**config.mk**
```make
export PLATFORM = sky130hd
export DESIGN_NAME = led_write_port
export DESIGN_NICKNAME = d
export VERILOG_FILES = /design/src/rtl/led_write_port_pkg.sv /design/src/rtl/blink_timer.sv /design/src/rtl/led_write_port.sv
export SDC_FILE = /design/constraint.sdc
export NUM_CORES = 1
export LEC_CHECK = 0
export ABC_AREA = 0
export CORE_ASPECT_RATIO = 0.6
export CORE_MARGIN = 2
export CORE_UTILIZATION = 50
export DETAILED_ROUTE_END_ITERATION = 10
export PLACE_DENSITY = 0.86
export SLEW_MARGIN = 25
export SYNTH_ARGS = -nofsm -noshare
export SYNTH_HDL_FRONTEND = slang
export SYNTH_HIERARCHICAL = 1
export SYNTH_SLANG_ARGS = --single-unit
```
**constraint.sdc**
```tcl
create_clock -name clk -period 2.6 [get_ports clk]
set_input_delay 0.52 -clock clk [delete_from_list [all_inputs] [get_ports clk]]
set_output_delay 0.52 -clock clk [all_outputs]
set_load 0.02 [all_outputs]
```
**src/rtl/led_write_port_pkg.sv**
```systemverilog
// -----------------------------------------------------------------------------
// led_write_port_pkg
// Shared memory-map definitions for bus peripherals on the 9-bit address bus:
// bus command encodings, bus widths and the register offsets of the LED port.
//
// Contents:
//   mem_cmd_e   - bus command encoding (2'b11 is unused and decodes as MNONE)
//   ADDR_W      - bus address width
//   DATA_W      - bus data width
//   LED_W       - LED bank width
//   OFS_*       - register offsets relative to a peripheral base address
//   reg_offset  - address minus base, modulo the address space
// -----------------------------------------------------------------------------
package led_write_port_pkg;

   typedef enum logic [1:0] {
      MNONE  = 2'b00,
      MREAD  = 2'b01,
      MWRITE = 2'b10
   } mem_cmd_e;

   localparam int unsigned ADDR_W = 9;
   localparam int unsigned DATA_W = 16;
   localparam int unsigned LED_W  = 8;

   localparam logic [ADDR_W-1:0] OFS_DATA  = 9'd0;
   localparam logic [ADDR_W-1:0] OFS_SET   = 9'd1;
   localparam logic [ADDR_W-1:0] OFS_CLR   = 9'd2;
   localparam logic [ADDR_W-1:0] OFS_TGL   = 9'd3;
   localparam logic [ADDR_W-1:0] OFS_BLINK = 9'd4;

   // Wraps modulo 2**ADDR_W, so a block placed near the top of the map still
   // decodes consistently with base + offset arithmetic.
   function automatic logic [ADDR_W-1:0] reg_offset(input logic [ADDR_W-1:0] addr,
                                                     input logic [ADDR_W-1:0] base);
      return addr - base;
   endfunction

endpackage

```
**src/rtl/blink_timer.sv**
```systemverilog
// -----------------------------------------------------------------------------
// blink_timer
// Free-running prescaler counting 0..BLINK_DIV-1 that inverts a phase flop
// each time it wraps. A synchronous clear restarts both at zero and takes
// priority over a wrap in the same cycle.
//
// Parameters:
//   BLINK_DIV - clock cycles per phase half-period (minimum 2)
// Ports:
//   clk     - clock, rising edge
//   reset_n - asynchronous active-low reset
//   clear   - synchronous restart of prescaler and phase
//   phase   - current blink phase
//   tick    - high in the last cycle of a half-period (prescaler about to wrap)
// -----------------------------------------------------------------------------
module blink_timer #(
   parameter int unsigned BLINK_DIV = 25000000
) (
   input  logic clk,
   input  logic reset_n,
   input  logic clear,
   output logic phase,
   output logic tick
);

   localparam int unsigned     CNT_W    = $clog2(BLINK_DIV);
   localparam logic [CNT_W-1:0] CNT_LAST = CNT_W'(BLINK_DIV - 1);
   localparam logic [CNT_W-1:0] CNT_ONE  = CNT_W'(1);

   logic [CNT_W-1:0] r_cnt;
   logic [CNT_W-1:0] w_cnt_d;
   logic             r_phase;
   logic             w_phase_d;
   logic             w_tick;

   assign w_tick = (r_cnt == CNT_LAST);

   always_comb begin
      w_cnt_d   = r_cnt + CNT_ONE;
      w_phase_d = r_phase;
      if (clear) begin
         w_cnt_d   = '0;
         w_phase_d = 1'b0;
      end else if (w_tick) begin
         w_cnt_d   = '0;
         w_phase_d = ~r_phase;
      end
   end

   always_ff @(posedge clk or negedge reset_n) begin
      if (!reset_n) begin
         r_cnt   <= '0;
         r_phase <= 1'b0;
      end else begin
         r_cnt   <= w_cnt_d;
         r_phase <= w_phase_d;
      end
   end

   assign phase = r_phase;
   assign tick  = w_tick;

endmodule

```
**src/rtl/led_write_port.sv**
```systemverilog
// -----------------------------------------------------------------------------
// led_write_port
// Memory-mapped LED bank. Five registers at BASE_ADDR+0..+4:
//   +0 DATA  (R/W) load led_reg
//   +1 SET   (W)   led_reg |= wd
//   +2 CLR   (W)   led_reg &= ~wd
//   +3 TGL   (W)   led_reg ^= wd
//   +4 BLINK (R/W) load blink_mask, restart blink timer
// LEDs whose blink_mask bit is set are inverted while the blink phase is high.
//
// Parameters:
//   BASE_ADDR - address of the DATA register
//   BLINK_DIV - clock cycles per blink half-period (minimum 2)
// Ports:
//   clk         - clock, rising edge
//   reset_n     - asynchronous active-low reset
//   mem_cmd     - bus command (MNONE/MREAD/MWRITE, 2'b11 ignored)
//   mem_addr    - bus address
//   write_data  - bus write data, bits [7:0] used
//   read_data   - readback value, meaningful while read_enable is high
//   read_enable - claims the shared read bus (combinational)
//   wr_ack      - registered pulse the cycle after an accepted write
//   LEDR        - registered LED drive
// -----------------------------------------------------------------------------
module led_write_port
   import led_write_port_pkg::*;
#(
   parameter logic [8:0]  BASE_ADDR = 9'h100,
   parameter int unsigned BLINK_DIV = 25000000
) (
   input  logic        clk,
   input  logic        reset_n,
   input  logic [1:0]  mem_cmd,
   input  logic [8:0]  mem_addr,
   input  logic [15:0] write_data,
   output logic [15:0] read_data,
   output logic        read_enable,
   output logic        wr_ack,
   output logic [7:0]  LEDR
);

   logic [ADDR_W-1:0] w_off;
   logic [LED_W-1:0]  w_wd;
   logic              w_is_write;
   logic              w_is_read;
   logic              w_wr_hit;
   logic              w_blink_clr;
   logic              w_unused_wd;

   logic [LED_W-1:0]  r_led;
   logic [LED_W-1:0]  w_led_d;
   logic [LED_W-1:0]  r_mask;
   logic [LED_W-1:0]  w_mask_d;
   logic              r_wr_ack;
   logic [LED_W-1:0]  r_ledr;

   logic              w_phase;
   logic              w_tick;
   logic              w_phase_d;

   // ---------------------------------------------------------------------------
   // Address / command decode
   // ---------------------------------------------------------------------------
   assign w_off       = reg_offset(mem_addr, BASE_ADDR);
   assign w_wd        = write_data[LED_W-1:0];
   assign w_unused_wd = ^write_data[DATA_W-1:LED_W];
   assign w_is_write  = (mem_cmd == MWRITE);
   assign w_is_read   = (mem_cmd == MREAD);
   assign w_wr_hit    = w_is_write && (w_off <= OFS_BLINK);
   assign w_blink_clr = w_wr_hit && (w_off == OFS_BLINK);

   // ---------------------------------------------------------------------------
   // Register next-state
   // ---------------------------------------------------------------------------
   always_comb begin
      w_led_d  = r_led;
      w_mask_d = r_mask;
      if (w_wr_hit) begin
         case (w_off)
            OFS_DATA:  w_led_d  = w_wd;
            OFS_SET:   w_led_d  = r_led | w_wd;
            OFS_CLR:   w_led_d  = r_led & ~w_wd;
            OFS_TGL:   w_led_d  = r_led ^ w_wd;
            OFS_BLINK: w_mask_d = w_wd;
            default:   ;
         endcase
      end
   end

   // ---------------------------------------------------------------------------
   // Blink timer
   // ---------------------------------------------------------------------------
   blink_timer #(
      .BLINK_DIV (BLINK_DIV)
   ) u_blink_timer (
      .clk     (clk),
      .reset_n (reset_n),
      .clear   (w_blink_clr),
      .phase   (w_phase),
      .tick    (w_tick)
   );

   // Phase the timer will hold after this edge; LEDR is built from next-state
   // values so it matches the registers it is derived from.
   assign w_phase_d = !w_blink_clr && (w_phase ^ w_tick);

   // ---------------------------------------------------------------------------
   // State
   // ---------------------------------------------------------------------------
   always_ff @(posedge clk or negedge reset_n) begin
      if (!reset_n) begin
         r_led    <= '0;
         r_mask   <= '0;
         r_wr_ack <= 1'b0;
         r_ledr   <= '0;
      end else begin
         r_led    <= w_led_d;
         r_mask   <= w_mask_d;
         r_wr_ack <= w_wr_hit;
         r_ledr   <= w_led_d ^ (w_mask_d & {LED_W{w_phase_d}});
      end
   end

   // ---------------------------------------------------------------------------
   // Readback (combinational, zero latency)
   // ---------------------------------------------------------------------------
   assign read_enable = w_is_read && ((w_off == OFS_DATA) || (w_off == OFS_BLINK));

   always_comb begin
      read_data = '0;
      if (w_off == OFS_DATA) begin
         read_data = {8'h00, r_led};
      end else if (w_off == OFS_BLINK) begin
         read_data = {8'h00, r_mask};
      end
   end

   assign wr_ack = r_wr_ack;
   assign LEDR   = r_ledr;

endmodule

```
==> metrics.md, run 1 <==
| Metric | Value |
|---|---|
| Avg Inst Size Synth | `10.3 sq um` |
| Most frequent CP cell | `buf_4` |
| Pins over their slew limit | `0` |
| Post-synthesis sequential element count | `51` |
| Clock root buffer | `clkbuf_8` |
| CP required | `2.08 ns` |
| Fin nets | `402` |
| Max Cap Violations | `0` |
| CP max stage cell | `clkdlybuf4s50_1` |
| Number of global-route vias before repair | `2,496` |
| GR Util met1 | `32.5%` |
| Remaining Overflow, GRT | `0` |
| GR Util met3 | `5.06%` |
| Fin util | `61.3%` |
| CP arrival | `1.99 ns` |
| Clock Skew | `0.00959 ns` |
| Skew-Pair Late Insertion Delay | `0.31 ns` |
| Cts bufs inserted | `5` |
| IO Port Bufs | `38` |
| Layout cell share with drive strength beyond 1 | `17.6%` |
| Post-route insts no fill | `441` |
| Boundary pin count | `55` |
| Final Hold Slack | `0.0475 ns` |
| Top cell type's share of synthesized area | `40.4%` |
| Final worst-path cycle share | `96.7%` |
| Initial antenna violation count | `0` |
| Die H | `65.5 microns` |
| Worst min-delay path class | `primary input to async pin` |
| Die X | `107 microns` |
| Core area | `0.00611 sq mm` |
| Global-route usage over all layers | `22.7%` |
| Minimum clock period | `2.51 ns` |
| Max Fclk | `398 MHz` |
| CTS tree | `yes` |
| CP max FO | `4` |
| Post-DP HPWL | `5.27 mm` |
| Syn. warnings | `6` |
| Average vias per placed instance | `5.63` |
| Area contributors post-synth | `dfrtp_1 (40%), ha_1 (6.7%), mux4_2 (5.7%), xnor2_1 (4.7%), mux2_4 (2.9%)` |
| DR iter-0 viols | `116` |
| Count leader, synth | `dfrtp_1` |
| ANT cells | `0` |
| Crit-path cells | `clkdlybuf4s50_1 > nor4b_4 > and3_1 > and2_4 > buf_4 > a22o_1 > buf_4` |
| # H-tree levels | `2` |
| Cell taking the most area after synthesis | `dfrtp_1` |
| Path type of the worst setup path | `primary input to primary output` |
| Cell count after placement | `433` |
| Slew @ Worst Pin | `0.898 ns` |
| CTS sink cnt | `51` |
| Largest net degree at the start of global routing | `47` |
| Static leakage | `0.00170 uW` |
| Simple-Gate Fraction of Synth Area | `22.8%` |
| # fillers | `524` |
| Crit-path max cell delay | `0.44 ns` |
| Pre-Repair DR Iteration Count | `4` |
| Compound-Gate Fraction of Synth Area | `7.26%` |
| Tot Pwr | `1740 uW` |
| Mux cell area share after synthesis | `9.28%` |
| Die area | `0.00698 sq mm` |
| Outcome | `finished clean` |
| DRT antenna net count | `0` |
| Routed via count | `2,483` |
| Global Route met2 Usage | `35.7%` |
| Top cells by count, synth | `dfrtp_1 (51), nor2_1 (24), inv_1 (20)` |
| DRC | `0` |
| RSZ-0062 raised after global routing | `no` |
| PD cells | `463 mW/mm^2` |
| Final hold violation count | `0` |
| Async S/R FF share, synth | `100%` |
| Final setup violation count | `0` |
| Sequential share of the synthesized area | `40.4%` |
| Syn Std Cell Area | `0.00316 sq mm` |
| Starting Density | `51.6%` |
| Routability Congestion | `0.815` |
| Prevailing post-synth register cell | `dfrtp_1` |
| Worst vdd ir | `268 uV` |
| Synth-to-Final Area Change | `18.8%` |
| Setup bufs post-CTS | `0` |
| Routed WL per cell | `16.4 microns` |
| CTS clock-pin slew for the worst setup and hold paths | `0.10 ns` |
| Post-synthesis adder-cell area fraction | `6.74%` |
| Xor/xnor share of the synthesized area | `6.66%` |
| Num rows | `22` |
| Gr busiest metal | `met2` |
| Total Wirelength | `7.22 mm` |
| Startpoint class of the critical path | `primary input` |
| Largest family of logic cells by synthesized area | `simple AND/OR/NAND/NOR gates` |
| First-pass GRT wire length | `12.3 mm` |
| CTS Buffer Depth | `2` |
| Post-synth EDFFs | `0` |
| Nature of the critical path endpoint | `primary output` |
| Slew margin rel. | `39.6%` |
| Post-Synthesis Cells | `305` |
| Yosys cell types | `41` |
[routing by layer]
metal | vias up | wire length, microns
met2 | 73 | 3280
met5 | - | 0
met3 | 4 | 369
met1 | 1238 | 3530
met4 | 0 | 35
li1 | 1168 | -
[cells by family (layout without fill, tap and decap cells)]
group,after synthesis,count (layout)
AND/OR/NAND/NOR,120,120
flip-flops,51,51
other,1,8
AO/OA/AOI/OAI,36,36
buffers and inverters,40,85
adder cells (fa/ha/maj),17,17
multiplexers,16,16
XOR/XNOR,24,24
[worst paths after layout]
kind	slack, ns	from	cells past startpoint	end
max in group asynchronous	2.04	reset_n	2	r_mask[5]$_DFF_PN0_
min	0.05	reset_n	1	LEDR[7]$_DFF_PN0_
min in group clk	0.50	u_blink_timer/r_cnt[0]$_DFF_PN0_	1	u_blink_timer/r_cnt[0]$_DFF_PN0_
min reg2reg	0.50	u_blink_timer/r_cnt[0]$_DFF_PN0_	1	u_blink_timer/r_cnt[0]$_DFF_PN0_
max	0.09	mem_addr[7]	7	read_data[3]
max reg2reg	0.25	u_blink_timer/r_cnt[9]$_DFF_PN0_	7	LEDR[1]$_DFF_PN0_
[stage by stage]
step	area, sq um	TNS [ns]	setup WS [ns]
floorplan	3180	0	0.233
global placement	3680	-3.30	-0.397
detailed placement	3680	-3.66	-0.447
CTS	3730	0	0.00327
global route	3750	0	0.0114
finish	3750	0	0.0870
[flip-flops by register name, summed over array words and instances (netlist names)]
register	cells
LEDR	8
r_led	8
r_mask	8
u_blink_timer/phase	1
u_blink_timer/r_cnt	25
wr_ack	1
[worst max-delay path: cells and delay by family]
| family | cells | cell delay (ns) |
|---|---|---|
| buffers and inverters | 3 | 0.71 |
| AO/OA/AOI/OAI | 1 | 0.14 |
| AND/OR/NAND/NOR | 3 | 0.62 |
[report_power, final]
part           internal, uW  switching, uW
clock                   188            287
sequential              852           76.5
combinational           151            182
total                  1190            546
[area by class of cell]
| class | count | area (sq um) | share of cell area (%) |
|---|---|---|---|
| tap | 84 | 105 | 2.80 |
| timing repair buffer | 57 | 495 | 13.2 |
| multi-input combinational | 221 | 1710 | 45.6 |
| clock buffer | 5 | 68.8 | 1.84 |
| sequential | 51 | 1280 | 34.0 |
| inverter | 20 | 75.1 | 2.00 |
| clock inverter | 3 | 20.0 | 0.534 |
[what timing repair did]
action	4_1_cts	5_1_grt
setup endpoints to repair	9	33
gates resized for setup	34	10
hold buffers	0	0
pin swaps	0	2
cloned	0	0
[layout by cell type, fill, tap and decap left out, types with 2 or more instances in the layout]
cell / n
nor3b_1: 10
ha_1: 17
and3_1: 8
nand3_1: 15
or3_1: 4
and4_1: 2
a31o_2: 2
and3b_1: 6
nand4b_1: 2
or4_1: 4
inv_1: 20
dlymetal6s2s_1: 3
and2_1: 4
a22o_1: 8
o21ai_0: 14
clkbuf_8: 5
nand2_1: 14
dfrtp_1: 51
mux2_4: 6
clkinvlp_4: 2
buf_4: 19
mux2_2: 2
buf_2: 8
a21oi_1: 9
clkdlybuf4s50_1: 25
xor2_1: 7
nor2_1: 22
o31ai_1: 2
nor2_2: 2
conb_1: 8
nor4_1: 3
and3b_2: 2
nand4_1: 13
xnor2_1: 17
mux4_2: 8
(Power assumes the default switching activity.)
==> run 2: changes to the inputs <==
Settings changed: CORE_MARGIN 2 to unset, SLEW_MARGIN 25 to 20.
==> run 2 against run 1 <==
Combinational power about the same. Sequential cell count unchanged. Largest cell class unchanged. Sequential power decreased by 0.8%. Sequential share of layout area decreased by 0.057 points. Critical endpoint is now read_data[1]. Cell area increased by 0.17%. Die area decreased by 4.9%. Clock power decreased by 3%.
==> metrics.md, run 2 (synthesis results as in run 1) <==
| Metric | Value |
|---|---|
| Fin util | `64.4% (+3.0 points)` |
| Number of global-route vias before repair | `2,407 (-3.6%)` |
| Minimum clock period | `2.55 ns (+0.0418 ns)` |
| Starting Density | `54.1% (+2.5 points)` |
| Initial antenna violation count | `0 (unchanged)` |
| Largest net degree at the start of global routing | `25 (-47%)` |
| Net Sw Frac | `30.4% (-0.99 points)` |
| Max Fclk | `391 MHz (-1.6%)` |
| P_sw | `522 uW (-4.4%)` |
| Worst r2r src | `u_blink_timer/r_cnt[9]$_DFF_PN0_` |
| Max Cap Violations | `0 (unchanged)` |
| Cell-internal power | `1190 uW (about the same)` |
| Nature of the critical path endpoint | `primary output` |
| Slew @ Worst Pin | `0.723 ns (-0.175 ns)` |
| Flop pwr share | `53.8% (+0.3 points)` |
| Crit path from | `mem_addr[6]` |
| Final hold violation count | `0 (unchanged)` |
| DRC | `0 (unchanged)` |
| Outcome | `finished clean` |
| RSZ-0062 raised after global routing | `no` |
| Average vias per placed instance | `5.71 (+1.5%)` |
| Most frequent cells in the layout | `dfrtp_1 (51), clkdlybuf4s50_1 (25), buf_4 (25), nor2_1 (24), inv_1 (20)` |
| Startpoint class of the critical path | `primary input` |
| Setup TNS | `0 ns (unchanged)` |
| Die area | `0.00664 sq mm (-4.9%)` |
| Routed via count | `2,514 (+1.2%)` |
| Pins over their slew limit | `0 (unchanged)` |
| Final worst-path cycle share | `98.3% (+1.6 points)` |
| Die X | `105 microns (-1.9%)` |
| CP arrival | `2.03 ns (+0.04 ns)` |
| Routability Congestion | `0.821 (+0.72%)` |
| Clock Skew | `0.00494 ns (-0.00466 ns)` |
| Hold_buf cts | `0 (unchanged)` |
| Core area | `0.00583 sq mm (-4.5%)` |
| First-pass GRT wire length | `12.0 mm (-2.8%)` |
| CTS sink cnt | `51 (unchanged)` |
| Clk network pwr share | `27.0% (-0.4 points)` |
| Slew margin rel. | `51.3% (+12 points)` |
| DRT antenna net count | `0 (unchanged)` |
| Fin nets | `405 (+0.75%)` |
| Boundary pin count | `55 (unchanged)` |
| Layout cell share with drive strength beyond 1 | `17.2% (-0.42 points)` |
| Skew-Pair Late Insertion Delay | `0.32 ns (about the same)` |
| CTS clock-pin slew for the worst setup and hold paths | `0.09 ns (about the same)` |
| Static leakage | `0.00172 uW (+0.92%)` |
| Routed WL per cell | `16.6 microns (+1.2%)` |
| Commonest non-fill, non-tap cell in the layout | `dfrtp_1` |
| Global-route usage over all layers | `23.9% (+1.2 points)` |
| Cts bufs inserted | `5 (unchanged)` |
| IO Port Bufs | `38 (unchanged)` |
| CP required | `2.08 ns (about the same)` |
| Num rows | `21 (-4.5%)` |
| Synth-to-Final Area Change | `19.0%` |
| Post-DP HPWL | `5.43 mm (+3.1%)` |
| PD cells | `457 mW/mm^2 (-1.5%)` |
| Clock root buffer | `clkbuf_8` |
| Pre-Repair DR Iteration Count | `4 (unchanged)` |
| Die H | `63.5 microns (-3.1%)` |
| CP max FO | `4 (unchanged)` |
| Remaining Overflow, GRT | `0 (unchanged)` |
| Top reg by flops | `u_blink_timer/r_cnt` |
| Max FFs per register | `25 (unchanged)` |
| DR iter-0 viols | `171 (+47%)` |
| Path type of the worst setup path | `primary input to primary output` |
| Worst vdd ir | `261 uV (-2.8%)` |
| Logic pwr share | `19.2% (about the same)` |
| ANT cells | `0 (unchanged)` |
| # H-tree levels | `2 (unchanged)` |
| Total Wirelength | `7.28 mm (+0.93%)` |
| Worst min-delay path class | `primary input to async pin` |
| Final setup violation count | `0 (unchanged)` |
| CTS Buffer Depth | `2 (unchanged)` |
| CTS tree | `yes` |
-- run 2: cell types whose count changed in the layout (fill, tap and decap cells not counted), moves of 2 or more --
cell and delta:
buf_2 -2, buf_4 +6, clkbuf_1 +2, clkinvlp_4 -2, nor2_1 +2, nor2_2 -2
-- run 2: layout make-up --
| type | instances | area [sq um] |
|---|---|---|
| Fill cell | 462 | 2080 |
| Inverter | 20 | 75.1 |
| Multi-Input combinational cell | 221 | 1710 |
| Clock inverter | 1 | 5.00 |
| Tap cell | 80 | 100 |
| Sequential cell | 51 | 1280 |
| Clock buffer | 7 | 76.3 |
| Timing Repair Buffer | 60 | 514 |
-- run 2: per-stage QoR --
step           power [uW]  instance area [sq um]  cells  hold slack (ns)  setup slack [ns]
6_report             1710                   3750    440            0.172            0.0452
5_1_grt              1800                   3750    440            0.193           0.00125
4_1_cts              1720                   3730    439            0.181          0.000650
3_5_place_dp         1260                   3670    430            0.502            -0.484
3_3_place_gp         1240                   3670    430            0.472            -0.433
2_1_floorplan        1130                   3180    312            0.224             0.233
-- run 2: critical path, stage by stage --
cell	delay [ns]
clkdlybuf4s50_1	0.44
nor4b_4	0.26
and3_4	0.24
and2_4	0.14
buf_4	0.13
a22o_1	0.16
buf_4	0.15
-- run 2: path summary, 6_finish.rpt --
| path | end | slack, ns | depth (start not counted) |
|---|---|---|---|
| min in group clk | r_mask[0]$_DFF_PN0_ | 0.52 | 2 |
| hold / removal | r_led[6]$_DFF_PN0_ | 0.17 | 1 |
| setup / recovery | read_data[1] | 0.05 | 7 |
| max in group asynchronous | r_led[5]$_DFF_PN0_ | 1.81 | 2 |
| setup reg to reg | LEDR[3]$_DFF_PN0_ | 0.20 | 7 |
| hold reg to reg | r_mask[0]$_DFF_PN0_ | 0.52 | 2 |
-- run 2: routing by layer --
metal	GRT usage, %	share of wire (%)	up-vias
met2	36.3	44	66
met5	0	0	-
met1	33.9	49	1258
met4	8.39	1.7	0
li1	-	-	1178
met3	4.97	4.5	12
-- run 2: repair_timing --
action	CTS	global route
gates cloned	0	0
endpoints found under the setup margin	9	33
pin swaps	2	3
resized for setup	38	6
setup buffers	1	1
endpoints found under the hold margin	0	0
-- run 2: power by group through the flow --
stage,sequential [uW],combinational (uW),clock (uW)
final,922,330,462
after global routing,936,362,503
after CTS,921,328,469
after detailed placement,936,327,0
after global placement,932,305,0
after floorplan,928,202,0
==> run 3: changes to the inputs <==
Clock period 2.6 ns to 3 ns, I/O delays scaled along.
==> run 3 against run 2 <==
Clock power rose by 2%. Cell area fell by 0.73%. Hold slack improved by 0.15 ns. Sequential power fell by 12%. Register-to-register slack improved by 0.39 ns. Via count fell by 0.76%. Sequential share of layout area rose by 0.25 points. Clock-buffer cell count fell by 1. Sequential cell count did not move. Die area did not move. Total power fell by 9.6%. Largest cell class unchanged.
==> metrics.md, run 3 (synthesis results as in run 1) <==
| Metric | Value |
|---|---|
| Remaining Overflow, GRT | `0 (unchanged)` |
| WP buf/inv | `3 (unchanged)` |
| Nature of the critical path endpoint | `primary output` |
| P_sw | `444 uW (-15%)` |
| Max Cap Violations | `0 (unchanged)` |
| Worst vdd ir | `468 uV (+80%)` |
| CTS clock-pin slew for the worst setup and hold paths | `0.08 ns (about the same)` |
| Slew margin rel. | `48.4% (-2.9 points)` |
| Slew @ Worst Pin | `0.767 ns (+0.0438 ns)` |
| Num rows | `21 (unchanged)` |
| Final hold violation count | `0 (unchanged)` |
| Clk network pwr share | `30.5% (+3.5 points)` |
| First-pass GRT wire length | `12.4 mm (+3.9%)` |
| Core area | `0.00583 sq mm (unchanged)` |
| Number of global-route vias before repair | `2,501 (+3.9%)` |
| Average vias per placed instance | `5.75 (+0.62%)` |
| Top reg by flops | `u_blink_timer/r_cnt` |
| Initial antenna violation count | `0 (unchanged)` |
| Pins over their slew limit | `0 (unchanged)` |
| Largest net degree at the start of global routing | `32 (+28%)` |
| Pre-Repair DR Iteration Count | `4 (unchanged)` |
| Final setup margin | `0.0685 ns (+0.0233 ns)` |
| ANT cells | `0 (unchanged)` |
| Max FFs per register | `25 (unchanged)` |
| PD cells | `416 mW/mm^2 (-8.9%)` |
| Most frequent cells in the layout | `dfrtp_1 (51), clkdlybuf4s50_1 (28), nor2_1 (24), inv_1 (20)` |
| Hold_buf cts | `0 (unchanged)` |
| Worst min-delay path class | `primary input to async pin` |
| Final worst-path cycle share | `97.7%` |
| DRC | `0 (unchanged)` |
| IO Port Bufs | `38 (unchanged)` |
| CTS tree | `yes` |
| Boundary pin count | `55 (unchanged)` |
| Finished Cell Area | `0.00373 sq mm (-0.73%)` |
| CP arrival | `2.33 ns (+0.30 ns)` |
| Setup WS pre-CTS | `-0.217 ns (+0.267 ns)` |
| CP delay by family, top | `buffers and inverters` |
| CP required | `2.40 ns (+0.32 ns)` |
| Crit-path max cell delay | `0.44 ns (about the same)` |
| Post-route insts no fill | `434 (-1.4%)` |
| CTS sink cnt | `51 (unchanged)` |
| Routability Congestion | `0.822 (about the same)` |
| Setup bufs post-CTS | `0 (-1)` |
| Max Fclk | `341 MHz` |
| Synth-to-Final Area Change | `18.1%` |
| Tot Pwr | `1550 uW (-9.6%)` |
| Commonest non-fill, non-tap cell in the layout | `dfrtp_1` |
| Routed WL per cell | `17.0 microns (+2.7%)` |
| Final setup violation count | `0 (unchanged)` |
| DR iter-0 viols | `182 (+6.4%)` |
| Minimum clock period | `2.93 ns` |
| RSZ-0062 raised after global routing | `no` |
| Routed via count | `2,495 (-0.76%)` |
| Logic pwr share | `17.3% (-1.9 points)` |
| Global-route usage over all layers | `24.4% (+0.53 points)` |
| # H-tree levels | `2 (unchanged)` |
| Total Wirelength | `7.38 mm (+1.3%)` |
| Skew-Pair Late Insertion Delay | `0.31 ns (about the same)` |
| CP max FO | `4 (unchanged)` |
| Cts bufs inserted | `5 (unchanged)` |
| DRT antenna net count | `0 (unchanged)` |
| Clock Skew | `0.00840 ns (+0.00346 ns)` |
| Die area | `0.00664 sq mm (unchanged)` |
| Flop pwr share | `52.2% (-1.6 points)` |
| Clock root buffer | `clkbuf_8` |
| Starting Density | `54.1% (unchanged)` |
| Cell count after placement | `427 (-0.70%)` |
| Fin nets | `400 (-1.2%)` |
| CP max stage cell | `clkdlybuf4s50_1` |
| Dpl cell area | `0.00365 sq mm (-0.61%)` |
| Net Sw Frac | `28.6% (-1.8 points)` |
| Path type of the worst setup path | `primary input to primary output` |
| CTS Buffer Depth | `2 (unchanged)` |
| Post-DP HPWL | `5.59 mm (+2.9%)` |
| Post-CTS Resized | `9 (-76%)` |
| Layout cell share with drive strength beyond 1 | `14.4% (-2.8 points)` |
| Die H | `63.5 microns (unchanged)` |
| Outcome | `finished clean` |
| Die X | `105 microns (unchanged)` |
| Crit-path cells | `clkdlybuf4s50_1 > nor4b_4 > and3_1 > and2_1 > buf_4 > a22o_1 > dlygate4sd2_1` |
| Cell-internal power | `1110 uW (-7.2%)` |
| Startpoint class of the critical path | `primary input` |
| Static leakage | `0.00167 uW (-2.8%)` |
run 3: changes by cell type in the layout (fill, tap and decap cells not counted), moves of 2 or more:
cell | before | now
buf_4 | 25 | 17
buf_2 | 6 | 1
clkdlybuf4s15_1 | 0 | 3
clkbuf_2 | 0 | 4
clkdlybuf4s50_1 | 25 | 28
dlymetal6s2s_1 | 3 | 0
dlygate4sd2_1 | 0 | 2
run 3: routing by layer:
metal	vias to the layer above	share of wire, %	track usage [%]
met4	0	0.80	5.89
li1	1167	-	-
met2	100	45	38.4
met3	7	7.3	6.63
met1	1221	47	33.5
met5	-	0	0
run 3: power groups by stage:
stage                     Sequential [uW]  Combinational [uW]  Clock [uW]
after detailed placement              819                 266           0
final                                 809                 267         473
after global placement                813                 251           0
after floorplan                       804                 175           0
after global routing                  817                 298         511
after CTS                             807                 266         479
run 3: path summary, 6_finish.rpt:
kind,cells after the start,slack [ns],from,end
setup / recovery,7,0.07,mem_addr[7],read_data[2]
hold / removal,1,0.32,reset_n,LEDR[5]$_DFF_PN0_
setup reg to reg,7,0.59,u_blink_timer/r_cnt[6]$_DFF_PN0_,LEDR[7]$_DFF_PN0_
hold reg to reg,1,0.50,u_blink_timer/r_cnt[0]$_DFF_PN0_,u_blink_timer/r_cnt[0]$_DFF_PN0_
max in group asynchronous,2,2.04,reset_n,u_blink_timer/r_cnt[3]$_DFF_PN0_
min in group clk,1,0.50,u_blink_timer/r_cnt[0]$_DFF_PN0_,u_blink_timer/r_cnt[0]$_DFF_PN0_
run 3: through the flow:
stage | hold WS [ns] | TNS (ns) | util, %
2_1_floorplan | 0.304 | 0 | -
3_3_place_gp | 0.473 | -1.28 | 62.5
3_5_place_dp | 0.488 | -1.62 | 62.5
4_1_cts | 0.348 | 0 | 64.1
5_1_grt | 0.380 | 0 | 63.9
6_report | 0.324 | 0 | 63.9
run 3: area by class of cell:
cell class	count	area [sq um]
clock inverters	1	30.0
repair buffers	55	480
flip-flops and latches	51	1280
clock buffers	6	72.6
multi-input cells	221	1690
fillers	480	2110
well taps	80	100
inverters	20	75.1
